`src/rtl/div_iterative_if.sv`:
```
// div_iterative_if: operand/result bundle between the multicycle control unit
// and the iterative signed divider. The control unit is the master; the
// divider is the slave.
interface div_iterative_if #(
  parameter int WIDTH = 32
);
  logic             start;
  logic [WIDTH-1:0] a;
  logic [WIDTH-1:0] b;
  logic [WIDTH-1:0] hi;
  logic [WIDTH-1:0] lo;
  logic             ready;
  logic             div_zero;
  logic             busy;

  modport master (
    output start, a, b,
    input  hi, lo, ready, div_zero, busy
  );

  modport slave (
    input  start, a, b,
    output hi, lo, ready, div_zero, busy
  );
endinterface

```
`src/rtl/div_iterative.sv`:
```
// div_iterative: sequential signed divider for the DIV instruction.
// Restoring algorithm on operand magnitudes, one quotient bit per cycle,
// followed by a sign-fix cycle that writes quotient to lo and remainder to hi.
// The quotient truncates toward zero and the remainder follows the dividend.
// Optional feature macro: DIV_ZERO_TRAP_EN -- when defined, a zero divisor
// skips the iteration and raises a one-cycle div_zero pulse with ready,
// leaving hi/lo untouched. When undefined, div_zero is tied low and a zero
// divisor runs the normal path.
module div_iterative #(
  parameter int WIDTH = 32
) (
  input  logic           clk,
  input  logic           reset,
  div_iterative_if.slave bus
);

  localparam int CW = $clog2(WIDTH + 1);

  localparam logic [1:0] IDLE = 2'd0;
  localparam logic [1:0] RUN  = 2'd1;
  localparam logic [1:0] FIX  = 2'd2;
`ifdef DIV_ZERO_TRAP_EN
  localparam logic [1:0] ZERO = 2'd3;
`endif

  logic [1:0]       state;
  logic [WIDTH:0]   rem;
  logic [WIDTH-1:0] quo;
  logic [WIDTH-1:0] divisor;
  logic [WIDTH-1:0] hi_q;
  logic [WIDTH-1:0] lo_q;
  logic             sign_q;
  logic             sign_r;
  logic             ready_q;
  logic [CW-1:0]    count;
  logic [WIDTH-1:0] a_mag;
  logic [WIDTH-1:0] b_mag;
  logic [WIDTH+1:0] shifted;
  logic [WIDTH+1:0] trial;
`ifdef DIV_ZERO_TRAP_EN
  logic             dz_q;
`endif

  // Operand magnitudes and the trial subtraction of one restoring step;
  // two's complement wrap makes the magnitude of the most negative value
  // come out as the correct unsigned number.
  always_comb begin
    a_mag   = bus.a[WIDTH-1] ? -bus.a : bus.a;
    b_mag   = bus.b[WIDTH-1] ? -bus.b : bus.b;
    shifted = {rem, quo[WIDTH-1]};
    trial   = shifted - {2'b00, divisor};
  end

  // Control FSM plus the shared remainder/quotient datapath.
  always_ff @(posedge clk) begin
    if (!reset) begin
      state   <= IDLE;
      rem     <= '0;
      quo     <= '0;
      divisor <= '0;
      hi_q    <= '0;
      lo_q    <= '0;
      sign_q  <= 1'b0;
      sign_r  <= 1'b0;
      ready_q <= 1'b0;
      count   <= '0;
`ifdef DIV_ZERO_TRAP_EN
      dz_q    <= 1'b0;
`endif
    end else begin
      ready_q <= 1'b0;
`ifdef DIV_ZERO_TRAP_EN
      dz_q    <= 1'b0;
`endif
      case (state)
        IDLE: begin
          if (bus.start) begin
            quo     <= a_mag;
            divisor <= b_mag;
            sign_q  <= bus.a[WIDTH-1] ^ bus.b[WIDTH-1];
            sign_r  <= bus.a[WIDTH-1];
            rem     <= '0;
            count   <= CW'(WIDTH);
`ifdef DIV_ZERO_TRAP_EN
            state   <= (bus.b == '0) ? ZERO : RUN;
`else
            state   <= RUN;
`endif
          end
        end
        RUN: begin
          if (trial[WIDTH+1]) begin
            rem <= shifted[WIDTH:0];
            quo <= {quo[WIDTH-2:0], 1'b0};
          end else begin
            rem <= trial[WIDTH:0];
            quo <= {quo[WIDTH-2:0], 1'b1};
          end
          count <= count - CW'(1);
          if (count == CW'(1)) begin
            state <= FIX;
          end
        end
        FIX: begin
          lo_q    <= sign_q ? -quo : quo;
          hi_q    <= sign_r ? -rem[WIDTH-1:0] : rem[WIDTH-1:0];
          ready_q <= 1'b1;
          state   <= IDLE;
        end
`ifdef DIV_ZERO_TRAP_EN
        ZERO: begin
          ready_q <= 1'b1;
          dz_q    <= 1'b1;
          state   <= IDLE;
        end
`endif
        default: state <= IDLE;
      endcase
    end
  end

  assign bus.hi    = hi_q;
  assign bus.lo    = lo_q;
  assign bus.ready = ready_q;
  assign bus.busy  = (state == RUN) || (state == FIX);
`ifdef DIV_ZERO_TRAP_EN
  assign bus.div_zero = dz_q;
`else
  assign bus.div_zero = 1'b0;
`endif

endmodule

```
`src/flat_wrapper.sv`:
```
// flat-port wrapper written by rule: the top's interface ports become plain ports
module div_iterative_flat 
#(
  parameter int WIDTH = 32
)
  (clk, reset, bus_start, bus_a, bus_b, bus_hi, bus_lo, bus_ready, bus_div_zero, bus_busy);
  div_iterative_if #(.WIDTH(WIDTH)) bus_i ();
  input  logic clk;
  input  logic reset;
  input wire logic [$bits(bus_i.start)-1:0] bus_start;
  input wire logic [$bits(bus_i.a)-1:0] bus_a;
  input wire logic [$bits(bus_i.b)-1:0] bus_b;
  output wire logic [$bits(bus_i.hi)-1:0] bus_hi;
  output wire logic [$bits(bus_i.lo)-1:0] bus_lo;
  output wire logic [$bits(bus_i.ready)-1:0] bus_ready;
  output wire logic [$bits(bus_i.div_zero)-1:0] bus_div_zero;
  output wire logic [$bits(bus_i.busy)-1:0] bus_busy;
  assign bus_i.start = bus_start;
  assign bus_i.a = bus_a;
  assign bus_i.b = bus_b;
  assign bus_hi = bus_i.hi;
  assign bus_lo = bus_i.lo;
  assign bus_ready = bus_i.ready;
  assign bus_div_zero = bus_i.div_zero;
  assign bus_busy = bus_i.busy;
  div_iterative #(.WIDTH(WIDTH)) u_core (.clk(clk), .reset(reset), .bus(bus_i));
endmodule
```
`config.mk`:
```
export PLATFORM = sky130hd
export DESIGN_NAME = div_iterative_flat
export DESIGN_NICKNAME = d
export VERILOG_FILES = /design/src/rtl/div_iterative_if.sv /design/src/rtl/div_iterative.sv /design/src/flat_wrapper.sv
export SDC_FILE = /design/constraint.sdc
export NUM_CORES = 1
export LEC_CHECK = 0
export ABC_AREA = 1
export CAP_MARGIN = 10
export CORE_ASPECT_RATIO = 1.5
export CORE_MARGIN = 2
export CORE_UTILIZATION = 35
export CTS_BUF_LIST = sky130_fd_sc_hd__clkbuf_2
export CTS_CLUSTER_SIZE = 16
export DETAILED_ROUTE_END_ITERATION = 12
export HOLD_SLACK_MARGIN = 0.15
export SYNTH_ARGS = -nofsm -noshare
export SYNTH_HDL_FRONTEND = slang
export SYNTH_SLANG_ARGS = --single-unit
```
`constraint.sdc`:
```
create_clock -name clk -period 3.9 [get_ports clk]
set_input_delay 1.17 -clock clk [delete_from_list [all_inputs] [get_ports clk]]
set_output_delay 1.17 -clock clk [all_outputs]
set_load 0.01 [all_outputs]
```
==> out/results.txt, run 1 <==
The tools report the count of pins over their slew limit as 0. The final instance area was 0.01467 sq mm; the number of buffers on the longest clock path was 2. The mean post-synth cell area came out at 6.076 sq um. Walking the worst path, the cells encountered are inv_1, ha_1, clkdlybuf4s50_1.

The worst setup path is captured at an output pin. Among all stages on the critical path, the largest delay is contributed by sky130_fd_sc_hd__clkdlybuf4s50_1. The mean routed wirelength per cell was 16.59 microns. Synthesis inferred 172 register bits. The tool flagged a number of max-cap violations equal to 0. The first detailed-routing pass took 7 iterations. For the total cell area at the placement stage, the log shows 0.01444 sq mm.

Post-layout utilization of the core: 0.4092. The fraction of synthesized cell area taken by the top area cell type is 0.2714. STA classifies the critical path startpoint as a flop. The cell sitting at the root of the clock tree is a sky130_fd_sc_hd__clkbuf_2. Dividing the detail-routed via count by the number of cells gives 5.064. The detailed-route via count came out at 13530. The clock period could shrink to 3440 ps. For the number of distinct library cells after synthesis, the log shows 50.

The worst setup path is of the reg2out kind. Initial standard-cell utilization of the core: 0.3540. TritonCTS built the clock tree.

For the initial antenna violation count, the log shows 1. The power per unit of standard cell area is 312.1 mW/mm^2. The worst hold path begins at u_core.state[0]$_SDFFE_PN0P_. The tightest slew margin relative to the limit is 0.5044.

The path class of the tightest hold or removal check is reg2reg. The run gives 0 as the count of hold-fix buffers inserted at cts. The tools report the origin of the worst setup path as u_core.state[1]$_SDFFE_PN0P_. At the worst endpoint, the arrival time is 2270 ps. The sum of routed wire length over all layers was 44320 microns; the transition at the pin with the smallest max-transition slack was 742.5 ps. Clock skew on the completed layout was measured at 55.47 ps. The register area share after synthesis is 0.2714, and the post-placement cell count is 2638. The logs give 0 for the number of post-CTS setup repair buffers and 290.7 MHz for the maximum clock frequency. The floorplan step defined a core boundary enclosing 0.03584 sq mm. The overall fraction of global-route tracks in use is 0.2316.

For the number of hold-slack violations in the final timing report, the log shows 0. The number of buffers added on ports was 132. Post-synthesis cell type with the largest combined area: sky130_fd_sc_hd__dfxtp_1.

The clock slew seen by the registers of the worst setup and hold paths was 270 ps. The area added between synthesis and finish is 15.61%, and the residual overflow from global routing is 0. The logs give 12860 for the number of global-route vias before repair and 172 for the clock sink count. The tools report the startpoint of the most critical register-to-register path as u_core.divisor[7]$_SDFFE_PN0P_. The first global-routing pass estimated 69010 microns of wire.

The floorplan step set the die height to 237.2 microns. Ranked by total cell area, the synthesized netlist is headed by sky130_fd_sc_hd__dfxtp_1 27%, sky130_fd_sc_hd__nand2_1 15%, sky130_fd_sc_hd__inv_1 10%, sky130_fd_sc_hd__nand3_1 7.2%, sky130_fd_sc_hd__a21oi_1 6.2%. The run gives 3957 as the number of filler instances in the final layout. In the routed design, unresolved DRC markers number 0. In this run the worst path has a maximum fanout of 3. The run gives 1170 ps as the register-to-register setup slack. At the worst endpoint, the required time is 2730 ps. The cell count after synthesis came out at 2088. The count of cells in the finished layout, fillers not included, comes to 2671. For the count of routing violations after the opening detailed-route iteration, the log shows 871. For the synthesized net count, the log shows 2197. The critical path contains buffers and inverters numbering 2 combined. At the end of the flow, the number of nets in the layout was 2288.

Setup violations remaining at the end of the flow were counted as 0. Die width: 159.4 microns. The fraction of final layout cells with drive strength greater than 1 is 0.04471.

The tools report the post-DP HPWL as 35310 microns. The flow ran to the end, and the final reports show no timing, DRC or antenna violations. In this run the static leakage power is 6.903 nW. The top cell family by delay on the critical path was buffers and inverters. The H-tree generated during clock tree synthesis spans 4 levels. Cell area after synthesis: 0.01269 sq mm. The clock reaches the later pin of the worst-skew pair after 860 ps.

During synthesis, Yosys emitted a total of 0 warnings. The aggregate negative setup slack is 0 ps. For this run, the slowest stage of the critical path takes 540 ps. The ratio of final minimum period to clock period is 0.8820, and the row count is 85. Routability-driven placement finished with a final weighted congestion of 0.9485.

The number of ports placed on the die boundary is 134, and the number of antenna-violating nets in the routed design is 0. Setup repair after global routing left no endpoint under its margin. The number of gates given a new drive strength after cts was 0; the clock buffer count from CTS was 17.

Entering global routing, the biggest net connects 70 pins. The floorplan step defined a die boundary enclosing 0.03782 sq mm. VDD sags by at most 0.1805 mV.
layout make-up:
class                   count  area, sq um  area share
clock inverters            15        138.9    0.009469
diodes                      1        2.502   0.0001706
multi-input cells        1486         7574      0.5164
inverters                 348         1306     0.08906
well taps                 478        598.1     0.04078
repair buffers            154         1519      0.1036
flip-flops and latches    172         3443      0.2348
clock buffers              17        85.08    0.005801
synth_stat cells (all sizes together):
master	number
or4	1
clkbuf	56
nor4	4
buf	26
o21bai	2
o21a	1
a31o	2
fa	1
a31oi	26
or3	1
o31ai	4
conb	1
a21oi	159
ha	41
clkinv	1
inv	347
o211ai	18
o21ai	131
xor2	49
nor3	42
a21o	2
and3	5
nand2	507
and2	7
a211oi	2
o22ai	21
nand4	17
nor2	198
nand3	187
a41oi	1
dfxtp	172
xnor2	22
o221ai	12
nand3b	16
or2	5
a221oi	1
per-stage QoR:
| step | total power [mW] | hold WS (ps) | setup slack (ps) |
|---|---|---|---|
| after floorplan | 3.044 | 442.6 | 1217 |
| after global placement | 3.654 | 468.0 | 473.9 |
| after detailed placement | 3.664 | 470.4 | 501.0 |
| after CTS | 4.618 | 509.5 | 381.6 |
| after global routing | 4.868 | 531.4 | 338.2 |
| final | 4.577 | 508.6 | 460.2 |
tightest hold or removal path: stages (launching register included):
cell                      delay, ps
sky130_fd_sc_hd__dfxtp_1        390
sky130_fd_sc_hd__nand2_1         70
sky130_fd_sc_hd__a21oi_1         50
placed cells by master (no fill, tap or decap), types with 17 or more instances in the layout:
| cell type | n |
|---|---|
| sky130_fd_sc_hd__xor2_1 | 49 |
| sky130_fd_sc_hd__buf_4 | 19 |
| sky130_fd_sc_hd__nand3_1 | 183 |
| sky130_fd_sc_hd__xnor2_1 | 22 |
| sky130_fd_sc_hd__a21oi_1 | 157 |
| sky130_fd_sc_hd__nor3_1 | 38 |
| sky130_fd_sc_hd__nand4_1 | 17 |
| sky130_fd_sc_hd__ha_1 | 40 |
| sky130_fd_sc_hd__o21ai_0 | 120 |
| sky130_fd_sc_hd__nor2_1 | 187 |
| sky130_fd_sc_hd__clkdlybuf4s50_1 | 131 |
| sky130_fd_sc_hd__inv_1 | 342 |
| sky130_fd_sc_hd__nand2_1 | 498 |
| sky130_fd_sc_hd__clkbuf_2 | 17 |
| sky130_fd_sc_hd__o22ai_1 | 21 |
| sky130_fd_sc_hd__o211ai_1 | 18 |
| sky130_fd_sc_hd__a31oi_1 | 26 |
| sky130_fd_sc_hd__dfxtp_1 | 172 |
where the power goes:
part,switching (mW),total (mW),internal [mW],leakage [nW]
Combinational,1.04,1.62,0.575,5.37
Sequential,0.112,2.01,1.90,1.40
Clock,0.702,0.943,0.241,0.125
metal layers:
layer	up-vias	track usage	wire, microns
met5	-	0	0
met4	0	0.1160	2278
met3	81	0.02303	1464
met2	359	0.4474	23490
met1	6176	0.2483	17080
li1	6910	-	-
worst paths after layout:
check / endpoint / cells after the start
setup / recovery: bus_busy / 3
hold reg to reg: u_core.state[0]$_SDFFE_PN0P_ / 2
hold / removal: u_core.state[0]$_SDFFE_PN0P_ / 2
setup reg to reg: u_core.rem[10]$_SDFFE_PN0P_ / 16
state kept, by name, indices dropped and copies added, names as in the netlist:
| signal | count |
|---|---|
| u_core.bus.hi | 32 |
| u_core.bus.lo | 32 |
| u_core.bus.ready | 1 |
| u_core.count | 6 |
| u_core.divisor | 32 |
| u_core.quo | 32 |
| u_core.rem | 33 |
| u_core.sign_q | 1 |
| u_core.sign_r | 1 |
| u_core.state | 2 |
kinds of logic (layout without fill, tap and decap cells):
family	count (synthesis)	after routing	share of synthesized area
and+or+nand+nor	990	990	0.3377
buffers and inverters	430	534	0.1326
AOI/OAI and AO/OA	382	382	0.1670
DFF	172	172	0.2714
xor gates and xnor gates	71	71	0.04902
adders and majority gates	42	42	0.04202
other	1	2	0.0002956
Note: power is estimated with default switching activity, not from simulation.
==> run 2, diff against run 1 <==
- SLEW_MARGIN: default -> 20
==> results of run 2 <==
No change in the layout: final DEF, timing and power equal those of run 1.
==> run 3, diff against run 2 <==
- CTS_CLUSTER_SIZE: 16 -> 30
==> results of run 3 <==
No change in the layout: final DEF, timing and power equal those of run 1.
